**src/rtl/tone_mixer.sv**
```systemverilog
// tone_mixer: NUM_VOICES square-wave oscillators, summed with saturation into one
// registered 32-bit sample per codec request. Define TONE_MIXER_ATTEN_EN to scale by 1/NUM_VOICES.
module tone_mixer #(
    parameter int unsigned        NUM_VOICES = 4,
    parameter int unsigned        HP_WIDTH   = 20,
    parameter logic signed [31:0] AMPLITUDE  = 32'sd8388608
) (
    input  logic                           CLOCK_50,
    input  logic                           reset,
    input  logic [NUM_VOICES-1:0]          voice_en,
    input  logic [NUM_VOICES*HP_WIDTH-1:0] half_period,
    input  logic                           sample_req,
    output logic [31:0]                    mix_down,
    output logic                           mix_valid,
    output logic                           busy,
    output logic                           overrun
);

    localparam int unsigned IDX_W = (NUM_VOICES > 1) ? $clog2(NUM_VOICES) : 1;

    localparam logic [HP_WIDTH-1:0] HP_ONE   = 1;
    localparam logic [IDX_W-1:0]    IDX_ONE  = 1;
    localparam logic [IDX_W-1:0]    LAST_IDX = IDX_W'(NUM_VOICES - 1);

    localparam logic signed [33:0] AMP_POS = {{2{AMPLITUDE[31]}}, AMPLITUDE};
    localparam logic signed [33:0] AMP_NEG = -AMP_POS;
    localparam logic signed [32:0] ACC_MAX = {1'b0, {32{1'b1}}};
    localparam logic signed [32:0] ACC_MIN = {1'b1, 32'h0000_0000};
    localparam logic signed [31:0] OUT_MAX = 32'h7FFF_FFFF;
    localparam logic signed [31:0] OUT_MIN = 32'h8000_0000;

    typedef enum logic [1:0] {
        IDLE,
        ACCUM,
        DONE
    } state_t;

    logic [NUM_VOICES-1:0] eff_en;
    logic [NUM_VOICES-1:0] pol;

    // A voice with a zero half-period is treated exactly like a disabled voice.
    for (genvar g = 0; g < NUM_VOICES; g++) begin : g_voice
        logic [HP_WIDTH-1:0] hp;
        logic [HP_WIDTH-1:0] count;
        logic                phase;

        assign hp        = half_period[g*HP_WIDTH +: HP_WIDTH];
        assign eff_en[g] = voice_en[g] && (hp != '0);
        assign pol[g]    = phase;

        always_ff @(posedge CLOCK_50) begin
            if (reset || !eff_en[g]) begin
                count <= '0;
                phase <= 1'b0;
            end else if (count == hp - HP_ONE) begin
                count <= '0;
                phase <= ~phase;
            end else begin
                count <= count + HP_ONE;
            end
        end
    end

    state_t                state;
    logic [IDX_W-1:0]      idx;
    logic [NUM_VOICES-1:0] snap_pol;
    logic [NUM_VOICES-1:0] snap_en;
    logic signed [32:0]    acc;
    logic signed [33:0]    addend;
    logic signed [33:0]    sum;
    logic signed [32:0]    acc_next;
    logic signed [31:0]    sat32;
    logic signed [31:0]    result;

    // Partial sums clamp at the 33-bit bounds so long voice lists never wrap.
    always_comb begin
        addend = '0;
        if (snap_en[idx]) begin
            addend = snap_pol[idx] ? AMP_POS : AMP_NEG;
        end
        sum = {acc[32], acc} + addend;
        if (sum[33] != sum[32]) begin
            acc_next = sum[33] ? ACC_MIN : ACC_MAX;
        end else begin
            acc_next = sum[32:0];
        end
    end

    always_comb begin
        if (acc[32] != acc[31]) begin
            sat32 = acc[32] ? OUT_MIN : OUT_MAX;
        end else begin
            sat32 = acc[31:0];
        end
    end

`ifdef TONE_MIXER_ATTEN_EN
    localparam int unsigned ATTEN_SHIFT = $clog2(NUM_VOICES);
    assign result = sat32 >>> ATTEN_SHIFT;
`else
    assign result = sat32;
`endif

    always_ff @(posedge CLOCK_50) begin
        if (reset) begin
            state     <= IDLE;
            idx       <= '0;
            snap_pol  <= '0;
            snap_en   <= '0;
            acc       <= '0;
            mix_down  <= '0;
            mix_valid <= 1'b0;
            busy      <= 1'b0;
            overrun   <= 1'b0;
        end else begin
            mix_valid <= 1'b0;
            if (sample_req && (state != IDLE)) begin
                overrun <= 1'b1;
            end
            case (state)
                IDLE: begin
                    if (sample_req) begin
                        snap_pol <= pol;
                        snap_en  <= eff_en;
                        acc      <= '0;
                        idx      <= '0;
                        busy     <= 1'b1;
                        state    <= ACCUM;
                    end
                end
                ACCUM: begin
                    acc <= acc_next;
                    idx <= idx + IDX_ONE;
                    if (idx == LAST_IDX) begin
                        state <= DONE;
                    end
                end
                DONE: begin
                    mix_down  <= result;
                    mix_valid <= 1'b1;
                    busy      <= 1'b0;
                    state     <= IDLE;
                end
                default: begin
                    state <= IDLE;
                end
            endcase
        end
    end

endmodule

```
**config.mk**
```make
export PLATFORM = sky130hd
export DESIGN_NAME = tone_mixer
export DESIGN_NICKNAME = d
export VERILOG_FILES = /design/src/rtl/tone_mixer.sv
export SDC_FILE = /design/constraint.sdc
export NUM_CORES = 1
export LEC_CHECK = 0
export BUFFER_PORTS_ARGS = -buffer_cell sky130_fd_sc_hd__buf_2
export CORE_MARGIN = 2
export CORE_UTILIZATION = 35
export DETAILED_ROUTE_END_ITERATION = 8
export MAX_ROUTING_LAYER = met4
export SLEW_MARGIN = 20
export SYNTH_ARGS = -nofsm -noshare
export SYNTH_HDL_FRONTEND = slang
export SYNTH_SLANG_ARGS = --single-unit
```
**constraint.sdc**
```tcl
create_clock -name CLOCK_50 -period 6.7 [get_ports CLOCK_50]
set_clock_uncertainty 0.1 [all_clocks]
set_input_delay 0.335 -clock CLOCK_50 [delete_from_list [all_inputs] [get_ports CLOCK_50]]
set_output_delay 0.335 -clock CLOCK_50 [all_outputs]
set_load 0.01 [all_outputs]
```
==> results.sh <==
export IMPL_status="finished clean"
export IMPL_dp_slack_ps=1728
export IMPL_synth_edf_count=0
export IMPL_ff2ff_setup_slack_ps=1540
export IMPL_start_util_pct=35.71
export IMPL_grt_pass1_vias=7107
export IMPL_ios=122
export IMPL_worstPathMaxFanout=12
export IMPL_drive_gt1_share_pct=16.56
export IMPL_seqCellArea_um2=2402
export IMPL_ys_flop_type="dfxtp_1"
export IMPL_post_cts_resized=0
export IMPL_routed_wirelength_um=19800
export IMPL_htreeDepth=4
export IMPL_leakagePower_nw=3.559
export IMPL_dr_pass1_iters=5
export IMPL_syn_nets=1158
export IMPL_ys_types=79
export IMPL_finalHoldViolations=0
export IMPL_period_needed_ps=5163
export IMPL_synth_top_area_cell="dfxtp_1"
export IMPL_power_density_nw_per_um2=191.7
export IMPL_fmax_ghz=0.1937
export IMPL_worst_slack_ps=1537
export IMPL_hpwl_um=15120
export IMPL_die_w_um=159.0
export IMPL_cts_root_buf="clkbuf_16"
export IMPL_worstSkewPairLatency_ps=410
export IMPL_setup_violations=0
export IMPL_async_reset_ff_share_pct=0
export IMPL_clockBufferDepth=2
export IMPL_synth_top_cells_by_area="dfxtp_1 29%, xnor2_1 10%, xor2_1 7.9%, nor3_1 6.0%, nor2_1 4.2%"
export IMPL_final_nets=1238
export IMPL_ant_nets=0
export IMPL_cts_inserted_buffers=17
export IMPL_die_h_um=159.0
export IMPL_yosysSeqAreaShare_pct=28.57
export IMPL_crit_path_start_kind="flop"
export IMPL_antenna_found_initial=1
export IMPL_grt_start_max_net_pins=33
export IMPL_cts_tree="yes"
export IMPL_avgSynthCellArea_um2=8.023
export IMPL_synth_ff_latch_count=120
export IMPL_grt_usage_pct=16.24
export IMPL_path_class="flop to flop"
export IMPL_hold_buffers=0
export IMPL_core_area_um2=23540
export IMPL_critPathCaptureType="flop"
export IMPL_numPortBuffers=121
export IMPL_synthesis_area_um2=8408
export IMPL_routabilityCongestion=0.8523
export IMPL_maxCapViolations=0
export IMPL_irDropWorstVdd_uv=149.1
export IMPL_fin_crit_sh_pct=77.06
export IMPL_cp_arrival_ps=5370
export IMPL_wl_per_cell_um=13.55
export IMPL_overflow=0
export IMPL_worst_pin_slew_ps=855.8
export IMPL_multiInputGateArea_um2=5554
export IMPL_area_delta_synth_final_pct=15.00
export IMPL_yosysWarnings=0
export IMPL_postCtsSetupBuffers=0
export IMPL_path_clk_slew_ps=60
export IMPL_cp_required_ps=6900
export IMPL_n_fill_cell=2444
export IMPL_syn_instance_count=1048
export IMPL_hold_class="primary input to flop"
export IMPL_synth_common_cells="120 x dfxtp_1, 100 x nor3_1, 96 x xnor2_1, 93 x nor2_1, 76 x xor2_1"
export IMPL_drv_slew=0
export IMPL_rows=56
export IMPL_synthMostInstantiatedCell="dfxtp_1"
export IMPL_via_per_inst=5.170
export IMPL_yosysTopAreaCellShare_pct=28.57
export IMPL_cts_sinks=120
export IMPL_drtIter0Drc=408
export IMPL_drc=0
export IMPL_dieArea_um2=25280
export IMPL_utilization_pct=41.07
export IMPL_vias=7554
export IMPL_whs_ps=136.5
export IMPL_slew_limit_headroom_pct=42.15
export IMPL_grt_pass1_wl_um=33790
export IMPL_final_setup_tns_ps=0
export IMPL_rsz0062_at_grt="false"
[worst max-delay path: stages, from the launching register on]
cell	delay, ps
dfxtp_1	430
mux4_2	530
nor2b_1	660
ha_1	410
a21o_1	170
a21oi_1	250
o21ai_0	140
a31o_2	270
a2111oi_0	760
nor2_1	120
ha_1	470
o21bai_1	390
a32o_1	340
[per-layer routing]
layer | up-vias | part of all wire [%] | global-route usage (%)
li1 | 3901 | - | -
met3 | 17 | 3.9 | 2.996
met1 | 3496 | 50 | 21.14
met5 | - | 0 | -
met4 | 0 | 1.1 | 4.545
met2 | 140 | 45 | 25.90
[through the flow]
step,cell area (um2),power (W),cells
2_1_floorplan,8408,0.0008962,1048
3_3_place_gp,9089,0.0009729,1428
3_5_place_dp,9089,0.0009767,1428
4_1_cts,9667,0.001877,1460
5_1_grt,9669,0.001938,1461
6_report,9669,0.001854,1461
[cell usage in the layout (no fill, tap or decap), drive strengths merged, types with 24 or more instances in the layout]
| cell | instances |
|---|---|
| o21ai | 24 |
| nor4 | 28 |
| nor3 | 101 |
| xor2 | 76 |
| buf | 124 |
| nand3 | 42 |
| xnor2 | 96 |
| nor2 | 93 |
| inv | 31 |
| dfxtp | 120 |
| a21oi | 38 |
| nand2 | 69 |
[report_power, final]
| group | internal, W | switching, W |
|---|---|---|
| clock | 0.000549 | 0.000343 |
| sequential | 0.000725 | 0.0000125 |
| combinational | 0.0000946 | 0.000130 |
| total | 0.00137 | 0.000485 |
[registers in the layout, summed over array words and instances (netlist names)]
name	cells
busy	1
snap_en	4
state	2
acc	11
idx	2
g_voice.count	80
mix_valid	1
snap_pol	4
g_voice.phase	4
overrun	1
mix_down	10
[logic make-up after synthesis]
logic type | synth area share [%]
multiplexers | 1.265
AND/OR/NAND/NOR | 31.58
XOR/XNOR | 17.92
adder cells (fa/ha/maj) | 3.512
buffers and inverters | 5.506
flip-flops | 28.57
AO/OA/AOI/OAI | 11.65
[worst paths after layout]
path | startpoint | end | depth (start not counted)
worst max-delay path | idx[0] | acc[25] | 12
worst min-delay path | sample_req | overrun | 3
worst max register to register | idx[0] | acc[25] | 12
worst min register to register | overrun | overrun | 2
[layout make-up]
cell class	count	area share (%)
multi-input combinational	837	57.44
sequential	120	24.84
timing repair buffer	124	6.496
clock buffer	18	4.438
tap	319	4.128
clock inverter	14	1.540
inverter	28	1.087
antenna	1	0.02588
No activity file was read; power rests on OpenSTA's default activity.
